## config.mk

```make
export PLATFORM = sky130hd
export DESIGN_NAME = xbar_slave_port_flat
export DESIGN_NICKNAME = d
export VERILOG_FILES = /design/src/rtl/xbar_slave_port_if.sv /design/src/rtl/xbar_slave_port.sv /design/src/flat_wrapper.sv
export SDC_FILE = /design/constraint.sdc
export NUM_CORES = 1
export LEC_CHECK = 0
export ABC_CLOCK_PERIOD_IN_PS = 2009
export CORE_AREA = 2 2 720 722
export CTS_CLUSTER_DIAMETER = 150
export CTS_CLUSTER_SIZE = 16
export DETAILED_ROUTE_END_ITERATION = 7
export DIE_AREA = 0 0 722 724
export DONT_BUFFER_PORTS = 1
export GPL_TIMING_DRIVEN = 0
export SLEW_MARGIN = 20
export SYNTH_ARGS = -nofsm -noshare
export SYNTH_HDL_FRONTEND = slang
export SYNTH_SLANG_ARGS = --single-unit
export TNS_END_PERCENT = 1
```

## constraint.sdc

```tcl
create_clock -name clk -period 2.01 [get_ports clk]
set_input_delay 0.402 -clock clk [delete_from_list [all_inputs] [get_ports clk]]
set_output_delay 0.402 -clock clk [all_outputs]
set_load 0.1 [all_outputs]
```

## src/rtl/xbar_slave_port_if.sv

```systemverilog
// xbar_slave_port_if: master-, arbiter- and slave-side signal bundle of one crossbar slave port
interface xbar_slave_port_if #(
   parameter int AW = 32,
   parameter int DW = 64
);
   logic [15:0]      m_valid;
   logic [15:0]      m_wr;
   logic [16*AW-1:0] m_addr;
   logic [16*DW-1:0] m_wdata;
   logic [15:0]      m_ready;
   logic [15:0]      m_rvalid;
   logic [DW-1:0]    m_rdata;
   logic [15:0]      arb_request;
   logic [15:0]      arb_grant;
   logic             s_valid;
   logic             s_ready;
   logic             s_wr;
   logic [AW-1:0]    s_addr;
   logic [DW-1:0]    s_wdata;
   logic             s_rvalid;
   logic [DW-1:0]    s_rdata;
   logic             busy;
   modport slave (
      input  m_valid, m_wr, m_addr, m_wdata, arb_grant, s_ready, s_rvalid, s_rdata,
      output m_ready, m_rvalid, m_rdata, arb_request, s_valid, s_wr, s_addr, s_wdata, busy
   );
   modport master (
      output m_valid, m_wr, m_addr, m_wdata, arb_grant, s_ready, s_rvalid, s_rdata,
      input  m_ready, m_rvalid, m_rdata, arb_request, s_valid, s_wr, s_addr, s_wdata, busy
   );
endinterface

```

## src/rtl/xbar_slave_port.sv

```systemverilog
// xbar_slave_port: per-slave crossbar front end running one arbitrated command/response at a time
module xbar_slave_port #(
   parameter int AW = 32,
   parameter int DW = 64
) (
   input logic               clk,
   input logic               rst_n,
   xbar_slave_port_if.slave  bus
);
   typedef enum logic [1:0] {IDLE, CMD, RESP} state_t;
   state_t        state_q, state_d;
   logic [15:0]   owner_q, owner_d;
   logic          s_valid_q, s_valid_d;
   logic          s_wr_q, s_wr_d;
   logic [AW-1:0] s_addr_q, s_addr_d;
   logic [DW-1:0] s_wdata_q, s_wdata_d;
   logic          busy_q, busy_d;
   logic          wr_sel;
   logic [AW-1:0] addr_sel;
   logic [DW-1:0] wdata_sel;
   logic          idle;
   logic          rsp;
   assign idle            = rst_n && state_q == IDLE;
   assign rsp             = state_q == RESP && bus.s_rvalid;
   assign bus.arb_request = idle ? bus.m_valid : '0;
   assign bus.m_ready     = idle ? bus.arb_grant : '0;
   assign bus.m_rvalid    = rsp ? owner_q : '0;
   assign bus.m_rdata     = rsp ? bus.s_rdata : '0;
   assign bus.s_valid     = s_valid_q;
   assign bus.s_wr        = s_wr_q;
   assign bus.s_addr      = s_addr_q;
   assign bus.s_wdata     = s_wdata_q;
   assign bus.busy        = busy_q;
   // one-hot grant selects the winning master's payload by AND-OR reduction
   always_comb begin
      wr_sel    = 1'b0;
      addr_sel  = '0;
      wdata_sel = '0;
      for (int i = 0; i < 16; i++) begin
         wr_sel    |= bus.m_wr[i] & bus.arb_grant[i];
         addr_sel  |= bus.m_addr[i*AW +: AW] & {AW{bus.arb_grant[i]}};
         wdata_sel |= bus.m_wdata[i*DW +: DW] & {DW{bus.arb_grant[i]}};
      end
   end
   // transaction sequencing: grant in IDLE, hold command until accepted, wait for response
   always_comb begin
      state_d   = state_q;
      owner_d   = owner_q;
      s_wr_d    = s_wr_q;
      s_addr_d  = s_addr_q;
      s_wdata_d = s_wdata_q;
      if (state_q == IDLE && |bus.arb_grant) begin
         state_d   = CMD;
         owner_d   = bus.arb_grant;
         s_wr_d    = wr_sel;
         s_addr_d  = addr_sel;
         s_wdata_d = wdata_sel;
      end else if (state_q == CMD && bus.s_ready) begin
         state_d = RESP;
      end else if (rsp) begin
         state_d = IDLE;
         owner_d = '0;
      end
      s_valid_d = state_d == CMD;
      busy_d    = state_d != IDLE;
   end
   // state and registered outputs; reset aborts any transaction silently
   always_ff @(posedge clk or negedge rst_n) begin
      if (!rst_n) begin
         state_q   <= IDLE;
         owner_q   <= '0;
         s_valid_q <= 1'b0;
         s_wr_q    <= 1'b0;
         s_addr_q  <= '0;
         s_wdata_q <= '0;
         busy_q    <= 1'b0;
      end else begin
         state_q   <= state_d;
         owner_q   <= owner_d;
         s_valid_q <= s_valid_d;
         s_wr_q    <= s_wr_d;
         s_addr_q  <= s_addr_d;
         s_wdata_q <= s_wdata_d;
         busy_q    <= busy_d;
      end
   end
   a_grant_onehot: assert property (@(posedge clk) disable iff (!rst_n) $onehot0(bus.arb_grant))
      else $error("arb_grant not one-hot: %h", bus.arb_grant);
   a_ready_onehot: assert property (@(posedge clk) disable iff (!rst_n) $onehot0(bus.m_ready))
      else $error("m_ready not one-hot: %h", bus.m_ready);
   a_rvalid_onehot: assert property (@(posedge clk) disable iff (!rst_n) $onehot0(bus.m_rvalid))
      else $error("m_rvalid not one-hot: %h", bus.m_rvalid);
   a_busy_state: assert property (@(posedge clk) disable iff (!rst_n) busy_q == (state_q != IDLE))
      else $error("busy disagrees with state");
endmodule

```

## src/flat_wrapper.sv

```systemverilog
// flat-port wrapper written by rule: the top's interface ports become plain ports
module xbar_slave_port_flat 
#(
   parameter int AW = 32,
   parameter int DW = 64
)
  (clk, rst_n, bus_m_valid, bus_m_wr, bus_m_addr, bus_m_wdata, bus_arb_grant, bus_s_ready, bus_s_rvalid, bus_s_rdata, bus_m_ready, bus_m_rvalid, bus_m_rdata, bus_arb_request, bus_s_valid, bus_s_wr, bus_s_addr, bus_s_wdata, bus_busy);
  xbar_slave_port_if #(.AW(AW), .DW(DW)) bus_i ();
  input logic clk;
  input logic rst_n;
  input wire logic [$bits(bus_i.m_valid)-1:0] bus_m_valid;
  input wire logic [$bits(bus_i.m_wr)-1:0] bus_m_wr;
  input wire logic [$bits(bus_i.m_addr)-1:0] bus_m_addr;
  input wire logic [$bits(bus_i.m_wdata)-1:0] bus_m_wdata;
  input wire logic [$bits(bus_i.arb_grant)-1:0] bus_arb_grant;
  input wire logic [$bits(bus_i.s_ready)-1:0] bus_s_ready;
  input wire logic [$bits(bus_i.s_rvalid)-1:0] bus_s_rvalid;
  input wire logic [$bits(bus_i.s_rdata)-1:0] bus_s_rdata;
  output wire logic [$bits(bus_i.m_ready)-1:0] bus_m_ready;
  output wire logic [$bits(bus_i.m_rvalid)-1:0] bus_m_rvalid;
  output wire logic [$bits(bus_i.m_rdata)-1:0] bus_m_rdata;
  output wire logic [$bits(bus_i.arb_request)-1:0] bus_arb_request;
  output wire logic [$bits(bus_i.s_valid)-1:0] bus_s_valid;
  output wire logic [$bits(bus_i.s_wr)-1:0] bus_s_wr;
  output wire logic [$bits(bus_i.s_addr)-1:0] bus_s_addr;
  output wire logic [$bits(bus_i.s_wdata)-1:0] bus_s_wdata;
  output wire logic [$bits(bus_i.busy)-1:0] bus_busy;
  assign bus_i.m_valid = bus_m_valid;
  assign bus_i.m_wr = bus_m_wr;
  assign bus_i.m_addr = bus_m_addr;
  assign bus_i.m_wdata = bus_m_wdata;
  assign bus_i.arb_grant = bus_arb_grant;
  assign bus_i.s_ready = bus_s_ready;
  assign bus_i.s_rvalid = bus_s_rvalid;
  assign bus_i.s_rdata = bus_s_rdata;
  assign bus_m_ready = bus_i.m_ready;
  assign bus_m_rvalid = bus_i.m_rvalid;
  assign bus_m_rdata = bus_i.m_rdata;
  assign bus_arb_request = bus_i.arb_request;
  assign bus_s_valid = bus_i.s_valid;
  assign bus_s_wr = bus_i.s_wr;
  assign bus_s_addr = bus_i.s_addr;
  assign bus_s_wdata = bus_i.s_wdata;
  assign bus_busy = bus_i.busy;
  xbar_slave_port #(.AW(AW), .DW(DW)) u_core (.clk(clk), .rst_n(rst_n), .bus(bus_i));
endmodule
```

==> results of run 1 <==
## routing by layer
layer / overflow / global-route usage
met5: 0 / 0.03215
met4: 1 / 0.1221
met3: 0 / 0.1876
met2: 1 / 0.3728
met1: 0 / 0.2182
## cells by family after synthesis
| logic type | after synthesis | synth area share |
|---|---|---|
| AO/OA/AOI/OAI | 893 | 0.5525 |
| buffers and inverters | 225 | 0.07887 |
| flip-flops | 117 | 0.1953 |
| AND/OR/NAND/NOR | 350 | 0.1733 |
## per-stage QoR
step              util  TNS, ns
4_1_cts        0.05453   -83.41
3_5_place_dp   0.05047  -259.76
3_3_place_gp   0.04557  -467.21
2_1_floorplan        -   -21.06
## what timing repair did
action,CTS
buffers inserted,2
hold buffers,20
cloned,0
hold endpoints to repair,136
pin swaps,84
endpoints found under the setup margin,283
resized for setup,444
==> flow_summary.toml, run 1 <==
[floorplan]
die_y_um = 724
start_util = 0.02909
std_cell_rows = 264
die_w_um = 722
pin_count = 1863

[logic_synthesis]
ys_async_sr_fraction = 1.000
synth_edf_count = 0
synth_flop_cell = "dfrtp_1"
netlist_instances = 1585
yosys_register_bits = 117
synth_cell_type_count = 29
syn_area_sq_um = 14990
ys_seq_area_frac = 0.1953
netlist_top_cells_area = "dfrtp_1 (20%), a221oi_1 (17%), a22o_1 (17%), a41oi_2 (11%), a22oi_1 (9.7%)"
syn_avg_cell_area_sq_um = 9.459
synth_common_cells = "a221oi_1 (291), a22o_1 (291), a22oi_1 (194)"
synth.top_cell.area_share = 0.1953
yosys_warnings = 0
synth_nets = 3237
synth_area_leader_cell = "dfrtp_1"

[global_routing]
grt_pass1_vias = 23720
grt-ovfl-total = 2
grt_pass1_wl_mm = 698.8
grt_usage = 0.2370
grt_max_degree = 119

[clocking]
root_buffer = "clkbuf_16"
cts_num_sinks = 117
cts_buffer_depth = 3
h-tree-depth = 4
cts_buffers = 21

[place]
port_buffers = 0
dp_slack_ns = -2.320
gp_congestion = 1.232
place_area_sq_um = 26010
dpl.hpwl_mm = 575.9
dp.cells = 8475

[outcome]
stop_error = "[ERROR GRT-0116] Global routing finished with congestion. Check the congestion regions in the DRC Viewer."
status = "aborted with a tool error"
failed_stage = "global routing (5_1_grt)"
==> run 2: changes to the inputs <==
CORE_AREA = 2 2 730 732   (was 2 2 720 722)
CTS_CLUSTER_DIAMETER = default   (was 150)
CTS_CLUSTER_SIZE = default   (was 16)
DIE_AREA = 0 0 732 734   (was 0 0 722 724)
PLACE_DENSITY_LB_ADDON = 0.15   (was default)
==> run 2 against run 1 <==
Against the previous run: the flow now finishes, with violations (negative hold slack, negative setup slack); synthesized cell count is the same; synthesized area is the same.
==> flow_summary.toml, run 2 <==
[final_layout]
layout_commonest_cell = "a22o_1"
drive_above_1_share = 0.4457
fin_nets = 3603
largest_reg_flops = 64
fin_area_sq_um = 31530
final_cell_mix = "a22o_1 (291), a221oi_1 (264), a22oi_1 (186)"
area_growth_pct = 110.3

[drt]
postRouteAntennaNets = 0
initialDrtViolationCount = 3863
firstDrtPassIters = 6
vias = 26572
drt-total-wl_mm = 572.4
post_drt_wl_per_cell_um = 61.93
route.detailed.drc = 0
drt-vias-per-instance = 2.875

[global_routing]
antenna_found_initial = 710
grt-ovfl-total = 0
grt_pass1_vias = 22593
grt_max_degree = 119
grt_usage = 0.2039
grt_pass1_wl_mm = 625.6

[clocking]
h-tree-depth = 4
root_buffer = "clkbuf_16"
cts_tree = "built"
cts_buffers = 21
postCtsHoldBufs = 157
cts_num_sinks = 117
clk-insertion-delay-late_ns = 0.66
path_clk_slew_ns = 0.09
cts_buffer_depth = 3

[floorplan]
std_cell_rows = 268
die_y_um = 734
start_util = 0.02828
pin_count = 1863
core_area_sq_um = 530100
die-area_sq_um = 537300
die_w_um = 732

[power_and_ir_drop]
power.leakage_nw = 8.468
ir_drop_mv = 0.5247
power_density_nw_per_um2 = 758.2

[timing]
final.setup.worst_slack_ns = -0.8155
drv_slew = 0
hold_viol_final = 117
setup_viol = 226
post-route-period-util = 1.406
whs_ns = -0.5594
fin_skew_ns = 0.03767
slew_headroom = 0.1399
fin_crit_ns = 2.825
max_freq_mhz = 353.9
rsz0062_at_grt = "yes"
fin_setup_tns_ns = -100.97
tightest_slew_ns = 1.290

[setup_path]
worstReg2RegStart = "u_core.state_q[1]$_DFF_PN0_"
crit_required_ns = 1.61
critical_path_class = "in -> out"
path_max_fanout = 11
critical_path.endpoint_type = "primary output"
startpoint_type = "primary input"
crit_start = "bus_arb_grant[1]"
cp.arrival_ns = 2.42
regToRegSetupSlack_ns = -0.40
r2r_cells = 7

[outcome]
status = "complete, but fails checks"
violations = "negative hold slack, negative setup slack"

[logic_synthesis]
syn_area_sq_um = 14990
ys_seq_area_frac = 0.1953
synth_nets = 3237
synth_flop_cell = "dfrtp_1"
synth_cell_type_count = 29
synth_area_leader_cell = "dfrtp_1"
synth_common_cells = "a221oi_1 (291), a22o_1 (291), a22oi_1 (194)"
netlist_top_cells_area = "dfrtp_1 (20%), a221oi_1 (17%), a22o_1 (17%), a41oi_2 (11%), a22oi_1 (9.7%)"
syn_avg_cell_area_sq_um = 9.459
synth_edf_count = 0
netlist_instances = 1585
ys_async_sr_fraction = 1.000
synth.top_cell.area_share = 0.1953
yosys_register_bits = 117
yosys_warnings = 0

[place]
dp_slack_ns = -2.393
dpl.hpwl_mm = 511.4
place_area_sq_um = 27600
gp_congestion = 1.027
port_buffers = 0

[run]
drv_cap = 0

[hold_path]
hold_path_class = "in -> async"
run 2: what timing repair did:
item                                    4_1_cts  5_1_grt
resized for setup                           376       18
endpoints found under the hold margin       190      117
pin swaps                                    59       42
endpoints found under the setup margin      284      227
setup buffers                                 6        1
run 2: layer usage:
metal  part of all wire  global-route usage
met2               0.44              0.3174
met4              0.042             0.07412
met5             0.0041            0.001852
met1               0.38              0.2221
met3               0.14              0.1311
run 2: worst paths after layout:
check | to
worst min register to register | u_core.owner_q[1]$_DFFE_PN0P_
min in group clk | u_core.bus.s_wdata[2]$_DFFE_PN0P_
worst max register to register | u_core.bus.s_addr[21]$_DFFE_PN0P_
worst max-delay path | bus_m_ready[1]
max in group asynchronous | u_core.bus.s_wdata[54]$_DFFE_PN0P_
worst min-delay path | u_core.bus.s_wdata[11]$_DFFE_PN0P_
run 2: cell type report:
| class | count | area [sq um] |
|---|---|---|
| Antenna cell | 261 | 653.1 |
| Buffer | 223 | 1871 |
| Clock buffer | 29 | 605.6 |
| Clock inverter | 4 | 47.55 |
| Fill cell | 62264 | 498600 |
| Inverter | 2 | 7.507 |
| Multi-Input combinational cell | 1243 | 11650 |
| Sequential cell | 117 | 3087 |
| Tap cell | 7020 | 8783 |
| Timing Repair Buffer | 343 | 4830 |
run 2: worst max-delay path: stages:
cell	delay, ns
buf_2	0.46
buf_8	0.43
clkbuf_2	0.44
buf_16	0.21
and2_4	0.35
run 2: logic make-up after synthesis:
| kind of cell | synth area share |
|---|---|
| AO/OA/AOI/OAI | 0.5525 |
| buffers and inverters | 0.07887 |
| flip-flops | 0.1953 |
| AND/OR/NAND/NOR | 0.1733 |
run 2: per-stage QoR:
stage | total power [mW] | std cells | hold slack, ns | utilization
floorplan | 10.40 | 1585 | 0.1064 | -
global placement | 17.29 | 8605 | 0.1124 | 0.04485
detailed placement | 18.21 | 8784 | 0.1121 | 0.05206
CTS | 24.58 | 8980 | -0.6440 | 0.05820
global route | 24.46 | 9083 | -0.5963 | 0.05873
finish | 23.91 | 9242 | -0.5594 | 0.05948
run 2: power by group:
group          switching [mW]  total (mW)  internal [mW]
Sequential               1.27        3.92           2.65
Clock                    2.51        4.76           2.25
Combinational            11.4        15.2           3.83
Total                    15.2        23.9           8.73
Note: power is estimated with default switching activity, not from simulation.
